### src/rtl/amb_islenen_hazirla.sv
// Execute-stage operand preparation for the Toprak AMB: forwarding, PC/immediate
// operand selection and a 2-entry skid buffer with valid/ready on both sides.

package amb_islenen_hazirla_pkg;
  // Decoded ALU control word carried to the AMB unchanged.
  typedef struct packed {
    logic [3:0] islem;     // operation select
    logic       isaretli;  // signed compare / arithmetic shift
    logic       ters;      // subtract / invert operand 2
  } amb_kontrol_t;
endpackage

module amb_islenen_hazirla
  import amb_islenen_hazirla_pkg::*;
#(
  parameter int VERI_G = 32,
  parameter int ADR_G  = 5
) (
  input  logic              clk_i,
  input  logic              rst_i,
  input  logic              temizle_i,
  input  logic              giris_gecerli_i,
  output logic              giris_hazir_o,
  input  amb_kontrol_t      giris_kontrol_i,
  input  logic [ADR_G-1:0]  giris_rs1_adr_i,
  input  logic [ADR_G-1:0]  giris_rs2_adr_i,
  input  logic [VERI_G-1:0] giris_rs1_veri_i,
  input  logic [VERI_G-1:0] giris_rs2_veri_i,
  input  logic [VERI_G-1:0] giris_anlik_i,
  input  logic [VERI_G-1:0] giris_pc_i,
  input  logic              giris_isl1_sec_i,
  input  logic              giris_isl2_sec_i,
  input  logic [ADR_G-1:0]  giris_rd_adr_i,
  input  logic              ileri_amb_gecerli_i,
  input  logic [ADR_G-1:0]  ileri_amb_rd_i,
  input  logic [VERI_G-1:0] ileri_amb_veri_i,
  input  logic              ileri_gy_gecerli_i,
  input  logic [ADR_G-1:0]  ileri_gy_rd_i,
  input  logic [VERI_G-1:0] ileri_gy_veri_i,
  output logic              cikis_gecerli_o,
  input  logic              cikis_hazir_i,
  output amb_kontrol_t      cikis_kontrol_o,
  output logic [VERI_G-1:0] cikis_yazmac1_o,
  output logic [VERI_G-1:0] cikis_yazmac2_o,
  output logic [ADR_G-1:0]  cikis_rd_o
);

  typedef enum logic [1:0] {BOS = 2'd0, DOLU1 = 2'd1, DOLU2 = 2'd2} durum_t;

  durum_t r_durum, w_durum_sonraki;

  amb_kontrol_t      r_ana_kontrol, r_skid_kontrol;
  logic [VERI_G-1:0] r_ana_y1, r_ana_y2, r_skid_y1, r_skid_y2;
  logic [ADR_G-1:0]  r_ana_rd, r_skid_rd;

  logic              w_al, w_ver;
  logic              w_ana_yeni, w_ana_skid, w_skid_yukle;
  logic [VERI_G-1:0] w_rs1, w_rs2, w_y1, w_y2;

  // Forward one source operand: AMB stage beats writeback beats the register file; x0 is always 0.
  function automatic logic [VERI_G-1:0] f_ilet(input logic [ADR_G-1:0]  adr,
                                                input logic [VERI_G-1:0] rf);
    if (adr == '0)                                      return '0;
    else if (ileri_amb_gecerli_i && ileri_amb_rd_i == adr) return ileri_amb_veri_i;
    else if (ileri_gy_gecerli_i && ileri_gy_rd_i == adr)   return ileri_gy_veri_i;
    else                                                return rf;
  endfunction

  assign giris_hazir_o   = (r_durum != DOLU2);
  assign cikis_gecerli_o = (r_durum != BOS);

  // An offer during a flush is dropped, so it never counts as accepted.
  assign w_al  = giris_gecerli_i & giris_hazir_o & ~temizle_i;
  assign w_ver = cikis_gecerli_o & cikis_hazir_i;

  // Operand resolution happens only here; captured data is never re-forwarded.
  always_comb begin
    w_rs1 = f_ilet(giris_rs1_adr_i, giris_rs1_veri_i);
    w_rs2 = f_ilet(giris_rs2_adr_i, giris_rs2_veri_i);
    w_y1  = giris_isl1_sec_i ? giris_pc_i    : w_rs1;
    w_y2  = giris_isl2_sec_i ? giris_anlik_i : w_rs2;
  end

  // State register.
  always_ff @(posedge clk_i or posedge rst_i) begin
    if (rst_i) r_durum <= BOS;
    else       r_durum <= w_durum_sonraki;
  end

  // Next state and storage load enables; flush overrides everything.
  always_comb begin
    w_durum_sonraki = r_durum;
    w_ana_yeni      = 1'b0;
    w_ana_skid      = 1'b0;
    w_skid_yukle    = 1'b0;
    if (temizle_i) begin
      w_durum_sonraki = BOS;
    end else begin
      case (r_durum)
        BOS: if (w_al) begin
          w_durum_sonraki = DOLU1;
          w_ana_yeni      = 1'b1;
        end
        DOLU1: begin
          if (w_al && w_ver) begin
            w_ana_yeni = 1'b1;
          end else if (w_ver) begin
            w_durum_sonraki = BOS;
          end else if (w_al) begin
            w_durum_sonraki = DOLU2;
            w_skid_yukle    = 1'b1;
          end
        end
        DOLU2: if (w_ver) begin
          w_durum_sonraki = DOLU1;
          w_ana_skid      = 1'b1;
        end
        default: w_durum_sonraki = BOS;
      endcase
    end
  end

  // Main entry: loaded from the input or promoted from the skid entry.
  always_ff @(posedge clk_i or posedge rst_i) begin
    if (rst_i) begin
      r_ana_kontrol <= '0;
      r_ana_y1      <= '0;
      r_ana_y2      <= '0;
      r_ana_rd      <= '0;
    end else if (w_ana_yeni) begin
      r_ana_kontrol <= giris_kontrol_i;
      r_ana_y1      <= w_y1;
      r_ana_y2      <= w_y2;
      r_ana_rd      <= giris_rd_adr_i;
    end else if (w_ana_skid) begin
      r_ana_kontrol <= r_skid_kontrol;
      r_ana_y1      <= r_skid_y1;
      r_ana_y2      <= r_skid_y2;
      r_ana_rd      <= r_skid_rd;
    end
  end

  // Skid entry: catches the one op accepted after the AMB stage stalls.
  always_ff @(posedge clk_i or posedge rst_i) begin
    if (rst_i) begin
      r_skid_kontrol <= '0;
      r_skid_y1      <= '0;
      r_skid_y2      <= '0;
      r_skid_rd      <= '0;
    end else if (w_skid_yukle) begin
      r_skid_kontrol <= giris_kontrol_i;
      r_skid_y1      <= w_y1;
      r_skid_y2      <= w_y2;
      r_skid_rd      <= giris_rd_adr_i;
    end
  end

  assign cikis_kontrol_o = r_ana_kontrol;
  assign cikis_yazmac1_o = r_ana_y1;
  assign cikis_yazmac2_o = r_ana_y2;
  assign cikis_rd_o      = r_ana_rd;

endmodule

### config.mk
export PLATFORM = sky130hd
export DESIGN_NAME = amb_islenen_hazirla
export DESIGN_NICKNAME = d
export VERILOG_FILES = /design/src/rtl/amb_islenen_hazirla.sv
export SDC_FILE = /design/constraint.sdc
export NUM_CORES = 1
export LEC_CHECK = 0
export BUFFER_PORTS_ARGS = -buffer_cell sky130_fd_sc_hd__buf_2
export CORE_MARGIN = 2
export CORE_UTILIZATION = 36
export CTS_CLUSTER_SIZE = 40
export DETAILED_ROUTE_END_ITERATION = 6
export GPL_TIMING_DRIVEN = 0
export HOLD_SLACK_MARGIN = 0.03
export PLACE_DENSITY = 0.61
export SLEW_MARGIN = 20
export SYNTH_ARGS = -nofsm -noshare
export SYNTH_HDL_FRONTEND = slang
export SYNTH_SLANG_ARGS = --single-unit
### constraint.sdc
create_clock -name clk_i -period 6.4 [get_ports clk_i]
set_input_delay 0.32 -clock clk_i [delete_from_list [all_inputs] [get_ports clk_i]]
set_output_delay 0.32 -clock clk_i [all_outputs]
set_load 0.02 [all_outputs]
==> reports/metrics.cfg <==
[detailed_routing]
via_per_inst = 5.69
num_vias = 9418
finalWirelength_mm = 38.2
drc_errors = 0
first_iter_violations = 953
antenna_left = 0
wl_per_cell_um = 23.1
first_pass_iters = 5

[floorplanning]
die_area_sq_um = 26200
start_util = 0.367
core_area_sq_um = 24400
num_rows = 57
dieHeight_um = 162
die_w_um = 162
ios = 309

[timing]
fin_skew_ns = 0.0109
hold_viol = 0
finalSetupViolations = 0
rsz0062_at_grt = false
tns_ns = 0
drv_slew = 0
post-route-period-util = 0.473
fin_crit_ns = 3.03
worst_pin_slew_ns = 1.01
slew-limit-headroom = 0.323
max_freq_ghz = 0.330

[critical_path]
required_ns = 6.68
crit_chain = nand2b_1, nor3_1, clkbuf_1, buf_1, nand2_1, o21ai_0, o31ai_1
endpoint_kind = flip-flop
cpMaxStageDelayCell = nor3_1
cp-startpoint = r_durum[1]
crit_path_start_kind = flip-flop
crit-reg2reg-capture = r_skid_y1[16]
worstPathArrival_ns = 3.31
max_stage_delay_ns = 0.82
path_class = reg2reg
r2r_slack_ns = 3.37
crit_fanout = 10
ff2ff_path_depth = 7
r2r-start = r_durum[1]

[yosys]
avgSynthCellArea_sq_um = 9.05
synth.distinct_cells = 33
yosysTopAreaCell = dfrtp_1
synth_cells = 990
synth_top_family_by_area = compound AO/OA/AOI/OAI gates
ys.flop_type = dfrtp_1
synth_edf_count = 0
synthesis.nets = 1222
ys_top_cells_by_area = dfrtp_1 (42%), o31ai_1 (11%), nand2_1 (7.9%), a221oi_2 (6.5%), a221oi_1 (5.6%)
yosys_warnings = 0
synthAdderAreaFrac = 0
yosysTopAreaCellShare = 0.425
syn_area_sq_um = 8960
ys_seq_area_frac = 0.425
synth_mux_area_frac = 0.0540
synth_compound_area_frac = 0.295
ys_async_sr_fraction = 1.00
synth-seq-cells = 152
synth_xor_area_frac = 0.0196
synth-simple-area-share = 0.160

[placement]
dpl_cell_area_sq_um = 10900
gp_congestion = 0.887
dp_hpwl_mm = 28.5
port_buffers = 306

[hold_path]
hold_depth = 2
hold_path_class = in2reg
min_from = cikis_hazir_i
hold_end = r_durum[1]

[clock_network]
cts-resized-gates = 0
cts_tree = yes
clkTransAtPathRegs_ns = 0.06
cts_buffer_depth = 2
clock-root-buffer = clkbuf_16
insertion_delay_ns = 0.44
cts.sinks = 152
cts_buffers = 17
htreeDepth = 4

[power_and_ir_drop]
finalPower_mw = 3.22
vdd_ir_drop_max_uv = 145
powerDensity_nw_per_um2 = 280
leakage_nw = 4.90

[flow_run]
drv_cap = 0

[finish]
final_cell_area_sq_um = 11500
nNetsFinal = 1549
layout_common_cells = buf_2 (319), nand2_1 (189), dfrtp_1 (152)
drive_gt1_frac = 0.337
layout_commonest_cell = buf_2
syn_to_final_growth_pct = 28.7
final_util = 0.473
fillCellCount = 2477

[status]
status = completed

[global_routing]
grt-ovfl-total = 0
grt_max_degree = 89
grtUsageTotal = 0.286
antenna_found_initial = 1
grt_pass1_wl_mm = 56.0
grt_pass1_vias = 9445

where the power goes:
group	switching (mW)	total [mW]	internal, mW
Sequential	0.139	1.34	1.20
Combinational	0.505	0.861	0.356
Clock	0.465	1.02	0.554
Total	1.11	3.22	2.11
routing by layer:
| metal | up-vias | GRT usage | part of all wire |
|---|---|---|---|
| met5 | - | 0 | 0 |
| met4 | 0 | 0.111 | 0.032 |
| met3 | 75 | 0.0539 | 0.070 |
| met2 | 469 | 0.454 | 0.46 |
| met1 | 4532 | 0.387 | 0.44 |
| li1 | 4342 | - | - |
flip-flops by register name, summed over array words and instances (netlist names):
| signal | flops |
|---|---|
| cikis_kontrol_o | 6 |
| r_skid_y2 | 32 |
| cikis_rd_o | 5 |
| r_skid_rd | 5 |
| cikis_yazmac2_o | 32 |
| r_skid_y1 | 32 |
| cikis_yazmac1_o | 32 |
| r_skid_kontrol | 6 |
| r_durum | 2 |
worst max-delay path by stage:
stage	end	slack, ns	cells past startpoint
after global placement	cikis_yazmac1_o[29]	-0.00002	2
after global routing	r_skid_y1[16]	3.24	7
after CTS	r_skid_y1[16]	3.44	7
after floorplan	cikis_kontrol_o[0]	1.99	1
after detailed placement	r_skid_y1[21]	3.49	7
final	r_skid_y1[16]	3.37	7
metrics by stage:
step	hold slack [ns]	setup slack [ns]	std cells
finish	0.111	3.37	1655
detailed placement	0.398	3.49	1621
CTS	0.0958	3.44	1654
floorplan	0.386	1.99	990
global placement	0.456	-0.0000173	1620
global route	0.112	3.24	1655
cell families after synthesis:
family / Yosys count
AO/OA/AOI/OAI: 337
XOR/XNOR: 20
buffers and inverters: 92
flip-flops: 152
multiplexers: 43
AND/OR/NAND/NOR: 346
repair_timing:
item                                   in CTS  in global routing
endpoints found under the hold margin      64                  0
hold buffers                                1                  0
buffers inserted                            0                  0
area by class of cell:
| cell class | instances | area [sq um] | area share |
|---|---|---|---|
| inverter | 2 | 15.0 | 0.00130 |
| clock buffer | 18 | 429 | 0.0372 |
| antenna | 1 | 2.50 | 0.000217 |
| sequential | 152 | 3800 | 0.330 |
| timing repair buffer | 308 | 1570 | 0.136 |
| clock inverter | 14 | 151 | 0.0131 |
| buffer | 90 | 407 | 0.0353 |
| multi-input combinational | 746 | 4750 | 0.412 |
| tap | 324 | 405 | 0.0352 |
cell usage after synthesis (3+ instances only):
master / count
a21oi_1: 4
a221oi_1: 57
a221oi_2: 39
a22oi_1: 11
and2_1: 32
buf_1: 8
buf_2: 13
buf_6: 4
clkbuf_1: 61
dfrtp_1: 152
mux2_2: 43
nand2_1: 189
nand2b_1: 3
nor2_1: 103
nor3_1: 5
o21ai_0: 92
o21ai_1: 4
o31ai_1: 128
or2_2: 3
xnor2_1: 16
xor2_1: 4
worst max-delay path, delay by kind of cell, from the launching register on:
family / cells / cell delay (ns)
buffers and inverters: 2 / 1.04
AOI/OAI and AO/OA: 2 / 0.26
DFF: 1 / 0.43
and+or+nand+nor: 3 / 1.15
No activity file was read; power rests on OpenSTA's default activity.
